--- config.mk ---
export PLATFORM = sky130hd
export DESIGN_NAME = product_accumulator
export DESIGN_NICKNAME = d
export VERILOG_FILES = /design/src/rtl/product_accumulator.sv
export SDC_FILE = /design/constraint.sdc
export NUM_CORES = 1
export LEC_CHECK = 0
export BUFFER_PORTS_ARGS = -buffer_cell sky130_fd_sc_hd__buf_4
export CORE_ASPECT_RATIO = 1.4
export CORE_MARGIN = 4
export CORE_UTILIZATION = 58
export DETAILED_ROUTE_END_ITERATION = 10
export PLACE_DENSITY = 0.86
export SYNTH_ARGS = -nofsm -noshare
export SYNTH_HDL_FRONTEND = slang
export SYNTH_SLANG_ARGS = --single-unit
--- constraint.sdc ---
create_clock -name clk -period 6.1 [get_ports clk]
set_input_delay 0.915 -clock clk [delete_from_list [all_inputs] [get_ports clk]]
set_output_delay 0.915 -clock clk [all_outputs]
set_load 0.02 [all_outputs]
--- src/rtl/product_accumulator.sv ---
// product_accumulator: sums NUM_TERMS multiplier products captured on prod_done rising edges, valid/ready result
module product_accumulator #(
  parameter int N = 8,
  parameter int NUM_TERMS = 8,
  parameter int GUARD = 3,
  localparam int P_W = 2*N+1,
  localparam int ACC_W = 2*N+1+GUARD,
  localparam int S_W = ACC_W+1,
  localparam int CW = $clog2(NUM_TERMS+1)
)(
  input  logic             clk,
  input  logic             reset,
  input  logic [P_W-1:0]   prod_in,
  input  logic             prod_done,
  input  logic             clr,
  output logic [ACC_W-1:0] acc_out,
  output logic             acc_valid,
  input  logic             acc_ready,
  output logic [CW-1:0]    term_cnt,
  output logic             ovf,
  output logic             drop_err
);
  typedef enum logic {ACCUM, HOLD} state_t;
  state_t state, state_n;
  logic prod_done_q, take, last;
  logic [S_W-1:0] sum;
  logic [CW-1:0] cnt_inc;
  always_comb begin
    take = prod_done & ~prod_done_q;
    sum = {1'b0, acc_out} + S_W'(prod_in);
    cnt_inc = term_cnt + CW'(1);
    last = cnt_inc == CW'(NUM_TERMS);
    state_n = clr ? ACCUM : state == ACCUM ? (take && last ? HOLD : ACCUM) : (acc_ready ? ACCUM : HOLD);
  end
  assign acc_valid = state == HOLD;
  always_ff @(posedge clk or negedge reset)
    if (!reset) state <= ACCUM;
    else state <= state_n;
  always_ff @(posedge clk or negedge reset)
    if (!reset) begin
      prod_done_q <= 1'b0;
      acc_out <= '0;
      term_cnt <= '0;
      ovf <= 1'b0;
      drop_err <= 1'b0;
    end else begin
      prod_done_q <= prod_done;
      if (clr) begin
        acc_out <= '0;
        term_cnt <= '0;
        ovf <= 1'b0;
        drop_err <= 1'b0;
      end else if (state == HOLD) begin
        if (take) drop_err <= 1'b1;
        if (acc_ready) begin
          acc_out <= '0;
          term_cnt <= '0;
          ovf <= 1'b0;
        end
      end else if (take) begin
        acc_out <= sum[ACC_W-1:0];
        ovf <= ovf | sum[ACC_W];
        term_cnt <= cnt_inc;
      end
    end
endmodule

==> flow_summary.yaml <==
route:
  wirelength_mm: 5.06
  route.vias.total: 1930
  drtIter0Drc: 108
  wl_per_cell_um: 15.9
  drcViolationCount: 0
  routed_via_density: 6.07
  ant_nets: 0
  dr.pass1.iters: 4
finish:
  regArea_sq_um: 701
  drive_gt1_share_pct: 21.9
  fillers: 283
  num-nets-final: 321
  multi_input_comb_area_sq_mm: 0.00129
  area_growth_pct: 22.9
  insertedDiodeCount: 0
floorplan:
  core-area_sq_mm: 0.00338
  ioPinCount: 49
  rows: 25
  die_h_um: 77.8
  die_area_sq_mm: 0.00450
  start_util_pct: 59.7
  die_w_um: 57.9
power:
  vdd_ir_drop_max_v: 0.000155
  leakage_nw: 1.22
  power_density_mw_per_mm2: 203
synth:
  synth_fa_ha_area_share_pct: 12.8
  synth_mux_area_share_pct: 0.992
  synth_seq_cells: 28
  synth_top_family_by_area: "compound AO/OA/AOI/OAI gates"
  netlist_area_sq_mm: 0.00202
  synth-simple-area-share_pct: 19.0
  synth-xor-area-share_pct: 5.64
  ys_warn_count: 0
  synth_nets: 273
  ys_types: 43
  synth_cells: 231
  synth_compound_gate_area_share_pct: 25.6
  post_synth.cell_area_avg_sq_um: 8.74
  yosysSeqAreaShare_pct: 34.7
global_route:
  grt_usage_pct: 24.4
  overflow: 0
  grt_antenna_before_repair: 0
  grt_start_max_net_pins: 29
  grt_pass1_wl_mm: 8.78
  grt_pass1_vias: 1962
clock_tree:
  cts_made_buffers: 3
  root_buffer: "clkbuf_8"
  cts.clk_slew.worst_paths_ns: 0.10
  cts.sinks: 28
  cts_tree: "built"
  cts_setup_buffers: 0
  clockBufferDepth: 2
  clkLatencyLatePin_ns: 0.28
  postCtsResizedCells: 0
  hold_buffers: 0
  h-tree-depth: 1
timing:
  hold_viol_final: 0
  setup_viol: 0
  fin_skew_ns: 0.00307
  slew_headroom_pct: 22.4
  finalCriticalPeriod_ns: 2.99
  fin_crit_sh_pct: 49.1
  hold_slack_ns: 0.507
  finalSetupTns_ns: 0
  max_freq_mhz: 334
  worst_pin_slew_ns: 1.16
  rsz0062_at_grt: "no"
  report.final.slew_viol_count: 0
place:
  port-buffer-count: 48
  gp_congestion: 0.826
  dp_hpwl_mm: 3.70
setup_path:
  arrival_ns: 3.14
  crit_path_end_kind: "flip-flop"
  path_depth: 9
  worst_setup_path_start_kind: "input port"
  cpMaxStageDelayCell: "a221oi_1"
  crit_required_ns: 6.24
  cp_max_fo: 4
  critPathKind: "input port to flip-flop"
  critical-path-top-delay-family: "compound AO/OA/AOI/OAI gates"
  cpPeakStageDelay_ns: 0.59
  worstPathCellList: "buf_4 > ha_1 > fa_1 > a21o_1 > a221oi_1 > o221a_2 > o21bai_1 > xnor2_1 > o21ai_0"
  worstRegToRegCells: 8
  path_buf_inv: 1
run:
  cap_viol_max_count: 0
hold_path:
  hold_class: "flip-flop to flip-flop"
  min_path_cells: 2
run_status:
  status: "finished clean"
path summary, 6_finish.rpt:
check	from	endpoint	slack (ns)
max in group asynchronous	reset	acc_out[10]	5.28
worst min register to register	drop_err	drop_err	0.51
worst min-delay path	drop_err	drop_err	0.51
worst max register to register	acc_out[0]	acc_out[16]	3.44
min in group asynchronous	reset	prod_done_q	0.54
worst max-delay path	prod_in[0]	acc_out[16]	3.11
per-stage QoR:
step / util [%] / total power [mW] / cells / setup slack (ns) / cell area, sq um
after floorplan: - / 0.303 / 231 / 3.25 / 2020
after global placement: 71.3 / 0.351 / 314 / 2.93 / 2410
after detailed placement: 71.3 / 0.355 / 314 / 2.85 / 2410
after CTS: 73.4 / 0.506 / 318 / 3.15 / 2480
after global routing: 73.4 / 0.530 / 318 / 2.96 / 2480
final: 73.4 / 0.504 / 318 / 3.11 / 2480
state kept, by name, indices dropped and copies added, names as in the netlist:
signal	cells
acc_valid	1
drop_err	1
term_cnt	4
acc_out	20
prod_done_q	1
ovf	1
worst register-to-register path: cells and delay by family (launching register included):
kind | cells | cell delay (ns)
flops | 1 | 0.41
xor+xnor | 1 | 0.13
fa+ha+maj | 2 | 0.63
compound gates | 5 | 1.35
cells in the final DEF (no fill, tap or decap), types with 3 or more instances in the layout:
| cell | instances |
|---|---|
| a21o_1 | 3 |
| a21oi_1 | 24 |
| a22o_1 | 3 |
| buf_4 | 48 |
| clkbuf_8 | 3 |
| dfrtp_1 | 28 |
| ha_1 | 19 |
| nand2_1 | 32 |
| nand2b_1 | 3 |
| nand3_1 | 4 |
| nand4_1 | 4 |
| nor2_1 | 15 |
| nor3_1 | 6 |
| o211ai_1 | 4 |
| o21a_1 | 4 |
| o21ai_0 | 25 |
| o21bai_1 | 3 |
| or3_1 | 3 |
| xnor2_1 | 6 |
| xor2_1 | 7 |
Yosys cell counts:
library cell   n  area (sq um)
a211oi_1       1          7.51
a21bo_2        1          10.0
a21boi_0       1          7.51
a21o_1         3          22.5
a21o_2         1          8.76
a21oi_1       24           120
a21oi_2        1          8.76
a221oi_1       1          8.76
a22o_1         3          26.3
a22oi_1        1          7.51
a31oi_1        2          12.5
a31oi_2        1          12.5
a32o_1         2          20.0
a41o_1         1          10.0
and3_1         2          12.5
and3_2         2          15.0
and4b_1        1          10.0
clkbuf_1       5          18.8
dfrtp_1       28           701
fa_1           1          20.0
ha_1          19           238
inv_1          2          7.51
mux2i_1        2          20.0
nand2_1       32           120
nand2b_1       3          18.8
nand3_1        4          20.0
nand3b_1       2          15.0
nand4_1        4          25.0
nor2_1        15          56.3
nor2b_1        2          12.5
nor3_1         6          30.0
nor4b_1        1          8.76
o211ai_1       4          30.0
o21a_1         4          30.0
o21ai_0       25           125
o21ai_1        1          5.00
o21bai_1       3          22.5
o221a_2        1          11.3
o311a_1        1          10.0
or3_1          3          18.8
or4b_2         2          20.0
xnor2_1        6          52.6
xor2_1         7          61.3
per-layer routing:
layer	vias to the layer above	share of wire, %	routed length (um)	GRT usage (%)
li1	949	-	-	-
met1	926	43	2160	30.2
met2	48	52	2620	43.1
met3	7	3.8	191	2.33
met4	0	1.7	88	8.12
met5	-	0	0	0
area by class of cell:
class	instances	area share, %
clock buffers	3	1.66
multi-input cells	196	52.0
repair buffers	48	14.5
well taps	40	2.02
flip-flops and latches	28	28.2
clock inverters	1	1.21
inverters	2	0.303
where the power goes:
| part | internal [mW] | switching [mW] |
|---|---|---|
| Sequential | 0.196 | 0.0108 |
| Combinational | 0.0635 | 0.0833 |
| Clock | 0.0880 | 0.0623 |
kinds of logic (layout without fill, tap and decap cells):
logic type                 after synthesis  in the layout
and+or+nand+nor                         79             79
xor gates and xnor gates                13             13
buffers and inverters                    7             54
adders and majority gates               20             20
muxes                                    2              2
AOI/OAI and AO/OA                       82             82
DFF                                     28             28
Power figures use the tool's default switching activity.
